--- src/rtl/fpf_rx_dec_21.sv ---
// Receive-side decoder for the 21-wire FPF TSV bus: captures a word, accumulates its FNS
// weights bit-serially, screens it for 010/101 triplets and returns the result by handshake.
module fpf_rx_dec_21 #(
    parameter int unsigned NW   = 21,
    parameter int unsigned DW   = 15,
    parameter int unsigned DMAX = 28657,
    parameter int unsigned CW   = 16
) (
    input  logic          clock,
    input  logic          reset_n,
    input  logic [NW-1:0] tsv,
    input  logic          in_valid,
    output logic          in_ready,
    output logic [DW-1:0] dataout,
    output logic          fp_err,
    output logic          range_err,
    output logic          out_valid,
    input  logic          out_ready,
    output logic [CW-1:0] err_count,
    input  logic          clr_count
);

    localparam int unsigned KW = $clog2(NW);

    // FNS weights of the 21-wire code: wire k carries Fibonacci F(k+1).
    localparam int unsigned FW [21] = '{
        1, 1, 2, 3, 5, 8, 13, 21, 34, 55, 89, 144, 233, 377, 610,
        987, 1597, 2584, 4181, 6765, 10946
    };

    typedef enum logic [1:0] {StIdle, StAcc, StDone} state_e;

    state_e          state_q, state_d;
    logic [NW-1:0]   sreg_q, sreg_d;
    logic [DW:0]     acc_q, acc_d;
    logic [KW-1:0]   k_q, k_d;
    logic            fp_err_r_q, fp_err_r_d;
    logic [DW-1:0]   dataout_q, dataout_d;
    logic            fp_err_q, fp_err_d;
    logic            range_err_q, range_err_d;
    logic            out_valid_q, out_valid_d;
    logic [CW-1:0]   err_count_q, err_count_d;
    logic            err_inc;
    logic            fp_hit;

    always_comb begin
        fp_hit = 1'b0;
        for (int j = 0; j <= int'(NW) - 3; j++) begin
            if (tsv[j+:3] == 3'b101 || tsv[j+:3] == 3'b010) begin
                fp_hit = 1'b1;
            end
        end
    end

    always_comb begin
        state_d     = state_q;
        sreg_d      = sreg_q;
        acc_d       = acc_q;
        k_d         = k_q;
        fp_err_r_d  = fp_err_r_q;
        dataout_d   = dataout_q;
        fp_err_d    = fp_err_q;
        range_err_d = range_err_q;
        out_valid_d = out_valid_q;
        err_inc     = 1'b0;

        case (state_q)
            StIdle: begin
                if (in_valid) begin
                    sreg_d     = tsv;
                    acc_d      = '0;
                    k_d        = KW'(NW - 1);
                    fp_err_r_d = fp_hit;
                    state_d    = StAcc;
                end
            end
            StAcc: begin
                if (sreg_q[k_q]) begin
                    acc_d = acc_q + (DW+1)'(FW[k_q]);
                end
                k_d = k_q - 1'b1;
                if (k_q == '0) begin
                    state_d = StDone;
                end
            end
            StDone: begin
                // First DONE cycle loads the output registers; they then hold until accepted.
                if (!out_valid_q) begin
                    dataout_d   = acc_q[DW-1:0];
                    range_err_d = (acc_q >= (DW+1)'(DMAX));
                    fp_err_d    = fp_err_r_q;
                    out_valid_d = 1'b1;
                end else if (out_ready) begin
                    out_valid_d = 1'b0;
                    state_d     = StIdle;
                    err_inc     = fp_err_q | range_err_q;
                end
            end
            default: state_d = StIdle;
        endcase

        err_count_d = err_count_q;
        if (clr_count) begin
            err_count_d = '0;
        end else if (err_inc && (err_count_q != '1)) begin
            err_count_d = err_count_q + 1'b1;
        end
    end

    always_ff @(posedge clock) begin
        if (!reset_n) begin
            state_q     <= StIdle;
            sreg_q      <= '0;
            acc_q       <= '0;
            k_q         <= '0;
            fp_err_r_q  <= 1'b0;
            dataout_q   <= '0;
            fp_err_q    <= 1'b0;
            range_err_q <= 1'b0;
            out_valid_q <= 1'b0;
            err_count_q <= '0;
        end else begin
            state_q     <= state_d;
            sreg_q      <= sreg_d;
            acc_q       <= acc_d;
            k_q         <= k_d;
            fp_err_r_q  <= fp_err_r_d;
            dataout_q   <= dataout_d;
            fp_err_q    <= fp_err_d;
            range_err_q <= range_err_d;
            out_valid_q <= out_valid_d;
            err_count_q <= err_count_d;
        end
    end

    assign in_ready  = (state_q == StIdle);
    assign dataout   = dataout_q;
    assign fp_err    = fp_err_q;
    assign range_err = range_err_q;
    assign out_valid = out_valid_q;
    assign err_count = err_count_q;

endmodule

--- config.mk ---
export PLATFORM = sky130hd
export DESIGN_NAME = fpf_rx_dec_21
export DESIGN_NICKNAME = d
export VERILOG_FILES = /design/src/rtl/fpf_rx_dec_21.sv
export SDC_FILE = /design/constraint.sdc
export NUM_CORES = 1
export LEC_CHECK = 0
export BUFFER_PORTS_ARGS = -buffer_cell sky130_fd_sc_hd__buf_4
export CORE_MARGIN = 10
export CORE_UTILIZATION = 60
export DETAILED_ROUTE_END_ITERATION = 16
export PLACE_DENSITY_LB_ADDON = 0.1
export SYNTH_ARGS = -nofsm -noshare
export SYNTH_HDL_FRONTEND = slang
export SYNTH_SLANG_ARGS = --single-unit
--- constraint.sdc ---
create_clock -name clock -period 7.64 [get_ports clock]
set_clock_uncertainty 0.2 [all_clocks]
set_input_delay 2.292 -clock clock [delete_from_list [all_inputs] [get_ports clock]]
set_output_delay 2.292 -clock clock [all_outputs]
set_load 0.1 [all_outputs]
==> results of run 1 <==
-- sequential cells by signal, summed over array words and instances (netlist names) --
| register | flops |
|---|---|
| acc_q | 16 |
| dataout | 15 |
| err_count | 16 |
| fp_err | 1 |
| fp_err_r_q | 1 |
| k_q | 5 |
| out_valid | 1 |
| range_err | 1 |
| sreg_q | 21 |
| state_q | 2 |
-- worst max path at each step --
stage	depth (start not counted)	slack, ns	to
floorplan	1	3.52	in_ready
CTS	16	3.11	acc_q[14]
global placement	7	3.36	acc_q[15]
global route	16	2.67	acc_q[14]
finish	16	3.06	acc_q[14]
detailed placement	16	3.17	acc_q[14]
-- power groups by stage --
stage | registers [mW] | logic, mW | clock network (mW)
global placement | 0.479 | 0.265 | 0
CTS | 0.471 | 0.271 | 0.357
detailed placement | 0.480 | 0.270 | 0
global route | 0.476 | 0.304 | 0.374
finish | 0.472 | 0.274 | 0.356
floorplan | 0.472 | 0.211 | 0
-- cell type report --
class / instances / area (um2)
Clock inverter: 6 / 92.59
Tap cell: 99 / 123.9
Timing Repair Buffer: 62 / 465.4
Fill cell: 587 / 2079
Multi-Input combinational cell: 459 / 2753
Inverter: 26 / 97.59
Sequential cell: 79 / 1582
Clock buffer: 10 / 137.6
-- cell families (layout without fill, tap and decap cells) --
group	Yosys count	in the layout	synth area share, %
AND/OR/NAND/NOR	236	236	23.52
AO/OA/AOI/OAI	162	162	22.20
flip-flops	79	79	34.56
buffers and inverters	57	104	5.278
adder cells (fa/ha/maj)	27	27	7.547
XOR/XNOR	21	21	4.020
multiplexers	13	13	2.871
-- metrics by stage --
step | setup slack (ns) | power [mW] | hold WS (ns) | util (%) | cell area, um2
floorplan | 3.524 | 0.6832 | 0.2288 | - | 4576
global placement | 3.362 | 0.7433 | 0.2443 | 68.49 | 5021
detailed placement | 3.171 | 0.7503 | 0.2476 | 68.49 | 5021
CTS | 3.112 | 1.099 | 0.2592 | 71.63 | 5251
global route | 2.671 | 1.154 | 0.2733 | 71.63 | 5251
finish | 3.056 | 1.101 | 0.2558 | 71.63 | 5251
-- cells in the mapped netlist, types with 2 or more instances --
cell type	count
o22ai_1	5
a22oi_1	7
nand4_1	10
nor2_1	42
xnor2_1	9
a211oi_1	4
dfxtp_1	79
buf_2	4
and3_1	7
o21a_1	7
o211ai_1	7
buf_6	3
o221ai_1	4
a31oi_1	4
o41ai_1	2
or3_1	5
and2_1	4
nor2b_1	11
o21ai_0	30
a21oi_1	61
xor2_1	12
clkbuf_1	23
nor4_1	3
a32o_1	2
o31ai_1	2
nand2b_1	12
a21boi_0	5
nand2_1	111
inv_1	24
mux2i_1	12
ha_1	26
clkinv_1	2
nand4b_1	2
a21o_1	6
nand3_1	19
o21bai_1	2
nor3_1	5
and4_1	2
-- worst max-delay path, cell delays in order (launching register included) --
cell and delay [ns]:
dfxtp_1 0.88, inv_1 0.33, ha_1 0.43, nand2_1 0.10, o211ai_1 0.09, o31ai_1 0.10
o22ai_1 0.13, ha_1 0.25, inv_1 0.08, fa_1 0.18, nand2b_1 0.16, a21oi_1 0.08
a211oi_1 0.59, o211ai_1 0.24, o221ai_1 0.28, mux2i_1 0.24, o221ai_1 0.13
-- routing by layer --
layer | up-vias | global-route usage (%) | routed length (um)
met1 | 2022 | 25.98 | 5193
met3 | 17 | 6.467 | 994
li1 | 2169 | - | -
met4 | 0 | 4.739 | 131
met5 | - | 0 | 0
met2 | 171 | 30.72 | 5225
==> results.txt, run 1 <==
async set or reset register ratio after synthesis: 0%
drt wl/cell: 15.58 um
GRT Total Usage: 19.81%
Via Count: 4379
number of global-route vias before repair: 4028
Slew Viols, Final: 0
Post-CTS Setup Bufs: 0
largest net degree at the start of global routing: 31
count of input and output buffers: 60
Synth area leaders: dfxtp_1, nand2_1, ha_1
Yosys warnings: 0
Seq/Total Area, Yosys: 34.56%
htree depth: 3
WP data arrival: 4.61 ns
Starting Density: 62.42%
Clk Latency, worst-skew pair: 0.36 ns
final setup fails: 0
first-pass GRT wire length: 19.13 mm
capturing element type of the critical path: flip-flop
Placed Cells: 725
clk sinks: 79
top_reg_cell synth: dfxtp_1
setup TNS: 0 ns
Hold Path Sink: sreg_q[7]
post-CTS resize count: 0
RSZ-0062 raised after global routing: no
WP data required: 7.67 ns
Comb power frac: 24.9%
final worst-path cycle share: 60.01%
Syn Inst Count: 595
I/O pins: 61
relative slew slack: 26.62%
die width: 107.3 um
post-route insts no fill: 741
Reg2Reg Setup Slack: 3.06 ns
synthesis-to-finish area growth: 14.77%
final net count: 690
number of flops mapped to enable cells by yosys: 0
Flop pwr share: 42.8%
library cells used by synthesis: 58
Worst-path clk slew: 0.09 ns
actual transition at the worst max-transition pin: 1.094 ns
cts bufs inserted: 9
CTS max path bufs: 2
Placer Congestion: 0.9336
area leader, netlist: dfxtp_1
Yosys top cell area share: 34.56%
post-synthesis register bit count: 79
most common cell after layout, fill and taps aside: nand2_1
Hold Buf Count CTS: 0
Diodes inserted: 0
syn_nets: 648
WS Path Type: reg -> reg
Sw Share: 33.89%
full die area: 11520 um2
pwr/cell area: 209.7 nW/um2
antenna violations before repair: 0
CTS tree: yes
root buffer cell: clkbuf_8
half-perimeter wire length after placement: 8.503 mm
reg2reg start: k_q[1]
Worst Path Max Fanout: 19
Core ar.: 7331 um2
Die Ht: 107.3 um
peak supply drop: 137.5 uV
1st-iter DRT viols: 314
# rows: 31
Tmin final: 4.585 ns
Hold Crit Depth: 2
Net Switching: 373.1 uW
Vias/cell: 5.910
total routed wirelength: 11.55 mm
FMAX: 218.1 MHz
final count of hold timing violations: 0
GRT overflow: 0
commonest cells after routing, fill and taps aside: nand2_1, dfxtp_1, buf_4
run status: finished clean
Worst Setup Start Kind: flip-flop
worst hold path type: reg -> reg
DRC errors left: 0
Leak: 2.128 nW
Int Pwr: 728.1 uW
Reg2Reg Depth: 16
MaxCap Viol Count: 0
antenna-violating nets left: 0
CP startpoint: k_q[1]
layout cells sized above 1: 12.46%
cell area after synthesis: 4576 um2
drt first pass iters: 5
HP Start: sreg_q[7]
part of the power in the clock network: 32.3%
RR Endpoint: acc_q[14]
Synth Area per Inst: 7.690 um2
(Power assumes the default switching activity.)
==> inputs of run 2 (changes only) <==
--- a/config.mk
+++ b/config.mk
@@ -7,7 +7,7 @@
 export LEC_CHECK = 0
 export BUFFER_PORTS_ARGS = -buffer_cell sky130_fd_sc_hd__buf_4
 export CORE_MARGIN = 10
-export CORE_UTILIZATION = 60
+export CORE_UTILIZATION = 52
 export DETAILED_ROUTE_END_ITERATION = 16
 export PLACE_DENSITY_LB_ADDON = 0.1
 export SYNTH_ARGS = -nofsm -noshare
==> constraint.sdc (replaced) <==
create_clock -name clock -period 4.1 [get_ports clock]
set_clock_uncertainty 0.2 [all_clocks]
set_input_delay 1.23 -clock clock [delete_from_list [all_inputs] [get_ports clock]]
set_output_delay 1.23 -clock clock [all_outputs]
set_load 0.1 [all_outputs]
==> run 2 against run 1 <==
Net effect: largest power group unchanged; non-clock buffer count grew 7; hold slack gained 0.0015 ns; routed wire length grew 0.64%.
==> results.txt, run 2 (synthesis gave the netlist of run 1 again) <==
most common cell after layout, fill and taps aside: nand2_1
total routed wirelength: 11.62 mm
relative slew slack: 34.32%
I/O pins: 61
max reg flops: 21
GRT Total Usage: 17.49%
WP data arrival: 3.68 ns
FILL cells: 812
Hold Buf Count CTS: 0
worst hold path type: reg -> reg
post-CTS resize count: 0
capturing element type of the critical path: flip-flop
antenna violations before repair: 0
number of global-route vias before repair: 4010
1st-iter DRT viols: 310
Final WS setup: 0.4401 ns
DR top layer: met4
register area: 1582 um2
GRT overflow: 0
DR WL met2: 5.323 mm
Vias/cell: 5.676
Post-Place Setup Slack: 0.4634 ns
layout cells sized above 1: 13.25%
cts bufs inserted: 9
die width: 113.8 um
Clk Latency, worst-skew pair: 0.35 ns
final count of hold timing violations: 0
Core ar.: 8636 um2
largest net degree at the start of global routing: 29
multi-input logic area: 2753 um2
actual transition at the worst max-transition pin: 0.9816 ns
Placer Congestion: 0.9340
peak supply drop: 192.9 uV
Worst Path Max Fanout: 7
final worst-path cycle share: 89.27%
root buffer cell: clkbuf_8
RSZ-0062 raised after global routing: no
Worst Setup Start Kind: flip-flop
FMAX: 273.2 MHz
Slew Viols, Final: 0
final net count: 697
run status: finished clean
Tmin final: 3.660 ns
Starting Density: 52.98%
MaxCap Viol Count: 0
clk sinks: 79
antenna-violating nets left: 0
WHS: 0.2573 ns
count of input and output buffers: 60
drt wl/cell: 15.35 um
final setup fails: 0
CTS tree: yes
pwr/cell area: 384.6 nW/um2
drt first pass iters: 4
WP data required: 4.12 ns
Leak: 2.164 nW
# rows: 34
metal3 WL: 639 um
WS Path Type: reg -> reg
full die area: 12950 um2
DRT met1 WL: 5.542 mm
commonest cells after routing, fill and taps aside: nand2_1, dfxtp_1, buf_4
most flop-heavy register: sreg_q
half-perimeter wire length after placement: 8.776 mm
synthesis-to-finish area growth: 16.00%
first-pass GRT wire length: 19.12 mm
setup TNS: 0 ns
Worst-path clk slew: 0.08 ns
Post-CTS Setup Bufs: 0
Via Count: 4297
htree depth: 3
DRC errors left: 0
Die Ht: 113.8 um
CTS max path bufs: 2
Diodes inserted: 0
run 2: metal layers:
metal	vias up	GRT usage (%)
li1	2177	-
met1	2013	23.96
met2	96	27.15
met3	11	3.465
met4	0	5.180
met5	-	0
run 2: report_power, final:
group	internal (mW)	switching (mW)	leakage, nW	total, mW
sequential	0.809	0.0451	0.642	0.854
clock	0.347	0.293	0.111	0.640
combinational	0.197	0.350	1.41	0.547
run 2: per-stage QoR:
step	utilization, %	cell area, um2	power [mW]	cells
floorplan	-	4576	1.273	595
global placement	58.88	5085	1.408	741
detailed placement	58.88	5085	1.415	741
CTS	61.46	5308	2.057	757
global route	61.46	5308	2.157	757
finish	61.46	5308	2.042	757
run 2: worst paths after layout:
path	to	slack, ns	depth (start not counted)	startpoint
setup reg to reg	acc_q[14]	0.44	16	k_q[1]
setup / recovery	acc_q[14]	0.44	16	k_q[1]
hold reg to reg	sreg_q[6]	0.26	2	sreg_q[6]
hold / removal	sreg_q[6]	0.26	2	sreg_q[6]
run 2: final cells by class:
class                      instances  area share, %
inverter                          26          1.839
tap                              108          2.546
clock inverter                     6          1.792
timing repair buffer              69          9.760
sequential                        79          29.80
clock buffer                      10          2.405
multi-input combinational        459          51.86
run 2: critical path: stages (launching register included):
cell	delay, ns
dfxtp_1	0.35
inv_1	0.13
ha_1	0.38
nand2_1	0.10
o211ai_1	0.09
o31ai_1	0.08
o22ai_1	0.12
ha_1	0.25
inv_1	0.07
fa_1	0.19
nand2b_1	0.15
a21oi_1	0.09
a211oi_1	0.53
o211ai_1	0.23
o221ai_1	0.25
mux2i_1	0.21
o221ai_1	0.12
==> inputs of run 3 (changes only) <==
--- a/config.mk
+++ b/config.mk
@@ -6,8 +6,10 @@
 export NUM_CORES = 1
 export LEC_CHECK = 0
 export BUFFER_PORTS_ARGS = -buffer_cell sky130_fd_sc_hd__buf_4
+export CELL_PAD_IN_SITES_DETAIL_PLACEMENT = 0
+export CELL_PAD_IN_SITES_GLOBAL_PLACEMENT = 1
 export CORE_MARGIN = 10
-export CORE_UTILIZATION = 52
+export CORE_UTILIZATION = 46
 export DETAILED_ROUTE_END_ITERATION = 16
 export PLACE_DENSITY_LB_ADDON = 0.1
 export SYNTH_ARGS = -nofsm -noshare
==> constraint.sdc (replaced) <==
create_clock -name clock -period 4.35 [get_ports clock]
set_clock_uncertainty 0.2 [all_clocks]
set_input_delay 1.305 -clock clock [delete_from_list [all_inputs] [get_ports clock]]
set_output_delay 1.305 -clock clock [all_outputs]
set_load 0.1 [all_outputs]
==> run 3 against run 2 <==
Net effect: worst setup slack better by 0.048 ns; routed wire length is 1.6% higher; first-iteration DRC count is 1.3% lower; sequential cell count stayed put; highest routed layer unchanged; final cell count is 3.6% higher; sequential share of layout area hardly changed; hold slack worse by 0.00094 ns; clock power is 19% lower.
==> results.txt, run 3 (synthesis gave the netlist of run 1 again) <==
setup TNS: 0 ns
MaxCap Viol Count: 0
reg2reg start: k_q[1]
full die area: 14340 um2
number of global-route vias before repair: 3903
Via Count: 4215
GRT Total Usage: 16.42%
Starting Density: 47.03%
master of the slowest instance on the critical path: a211oi_1
final setup fails: 0
Final WS setup: 0.4877 ns
total routed wirelength: 11.81 mm
Final Cell Area: 5314 um2
Slew Viols, Final: 0
FMAX: 258.9 MHz
peak supply drop: 278.6 uV
root buffer cell: clkbuf_8
first-pass GRT wire length: 19.69 mm
cell family with most CP delay: compound AO/OA/AOI/OAI gates
Reg2Reg Setup Slack: 0.49 ns
Reg2Reg Depth: 16
CTS tree: yes
Largest stage delay, worst path: 0.55 ns
clk sinks: 79
WS Path Type: reg -> reg
Diodes inserted: 0
capturing element type of the critical path: flip-flop
post-CTS resize count: 0
RR Endpoint: acc_q[14]
drt wl/cell: 15.06 um
layout cells sized above 1: 13.67%
worst hold path type: reg -> reg
WHS: 0.2563 ns
half-perimeter wire length after placement: 8.858 mm
Hold Buf Count CTS: 0
register area: 1582 um2
Placer Congestion: 0.8813
Worst Path Max Fanout: 9
htree depth: 3
Core ar.: 9729 um2
final worst-path cycle share: 88.79%
run status: finished clean
GRT overflow: 0
Post-Place Setup Slack: 0.5300 ns
commonest cells after routing, fill and taps aside: nand2_1, dfxtp_1, buf_4
Worst Setup Start Kind: flip-flop
placed inst area: 5131 um2
pwr/cell area: 347.4 nW/um2
Post-CTS Setup Bufs: 0
max reg flops: 21
I/O pins: 61
final net count: 699
CP Depth: 16
actual transition at the worst max-transition pin: 0.8375 ns
WP data required: 4.38 ns
RSZ-0062 raised after global routing: no
most common cell after layout, fill and taps aside: nand2_1
Cell Chain, Critical Path: inv_1 > ha_1 > nand2_1 > o211ai_1 > o31ai_1 > o22ai_1 > ha_1 > inv_1 > fa_1 > nand2b_1 > a21oi_1 > a211oi_1 > o211ai_1 > o221ai_1 > mux2i_1 > o221ai_1
antenna-violating nets left: 0
1st-iter DRT viols: 306
largest net degree at the start of global routing: 30
CTS max path bufs: 2
Leak: 2.149 nW
# rows: 36
Tmin final: 3.862 ns
FILL cells: 964
final count of hold timing violations: 0
relative slew slack: 44.17%
CP Buf/Inv Count: 2
antenna violations before repair: 0
most flop-heavy register: sreg_q
count of input and output buffers: 60
drt first pass iters: 4
multi-input logic area: 2753 um2
die width: 119.7 um
Worst-path clk slew: 0.09 ns
CP Capture Point: acc_q[14]
Vias/cell: 5.376
Die Ht: 119.7 um
cts bufs inserted: 9
synthesis-to-finish area growth: 16.13%
CP startpoint: k_q[1]
WP data arrival: 3.89 ns
DRC errors left: 0
Clk Latency, worst-skew pair: 0.36 ns
[run 3: changes by cell type in the layout (fill, tap and decap cells not counted), sizes merged]
cell and change:
inv +1, clkinv -2, buf +2, clkinvlp +3, bufinv -2
[run 3: worst min path at each step]
stage,slack (ns),start,end,cells past startpoint
after floorplan,0.23,fp_err_r_q,fp_err,2
after global placement,0.24,sreg_q[13],sreg_q[13],2
after detailed placement,0.25,sreg_q[9],sreg_q[9],2
after CTS,0.26,sreg_q[4],sreg_q[4],2
after global routing,0.28,dataout[14],dataout[14],2
final,0.26,sreg_q[4],sreg_q[4],2
[run 3: cell type report]
| type | count | area share, % |
|---|---|---|
| inverter | 26 | 1.837 |
| tap | 133 | 3.132 |
| clock buffer | 10 | 2.590 |
| timing repair buffer | 71 | 10.03 |
| sequential | 79 | 29.76 |
| clock inverter | 6 | 0.8477 |
| multi-input combinational | 459 | 51.80 |
[run 3: routing by layer]
layer	vias up	track usage (%)	wire length [um]
li1	2189	-	-
met1	1917	23.14	5782
met2	99	24.79	5227
met3	10	3.516	689
met4	0	4.299	107
met5	-	0	0
[run 3: worst register-to-register path: stages, from the launching register on]
cell      delay [ns]
dfxtp_1         0.49
inv_1           0.20
ha_1            0.38
nand2_1         0.09
o211ai_1        0.08
o31ai_1         0.08
o22ai_1         0.13
ha_1            0.25
inv_1           0.07
fa_1            0.18
nand2b_1        0.15
a21oi_1         0.08
a211oi_1        0.55
o211ai_1        0.22
o221ai_1        0.24
mux2i_1         0.21
o221ai_1        0.12
[run 3: power by group]
group	total (mW)	leakage, nW	switching [mW]	internal (mW)
Clock	0.517	0.0849	0.292	0.225
Sequential	0.806	0.642	0.0434	0.763
Combinational	0.523	1.42	0.336	0.187
Total	1.85	2.15	0.672	1.17
[run 3: per-stage QoR]
stage                     power [mW]  util (%)  std cells
after floorplan                1.200         -        595
after global placement         1.342     52.74        768
after detailed placement       1.344     52.74        768
after CTS                      1.859     54.62        784
after global routing           1.962     54.62        784
final                          1.846     54.62        784
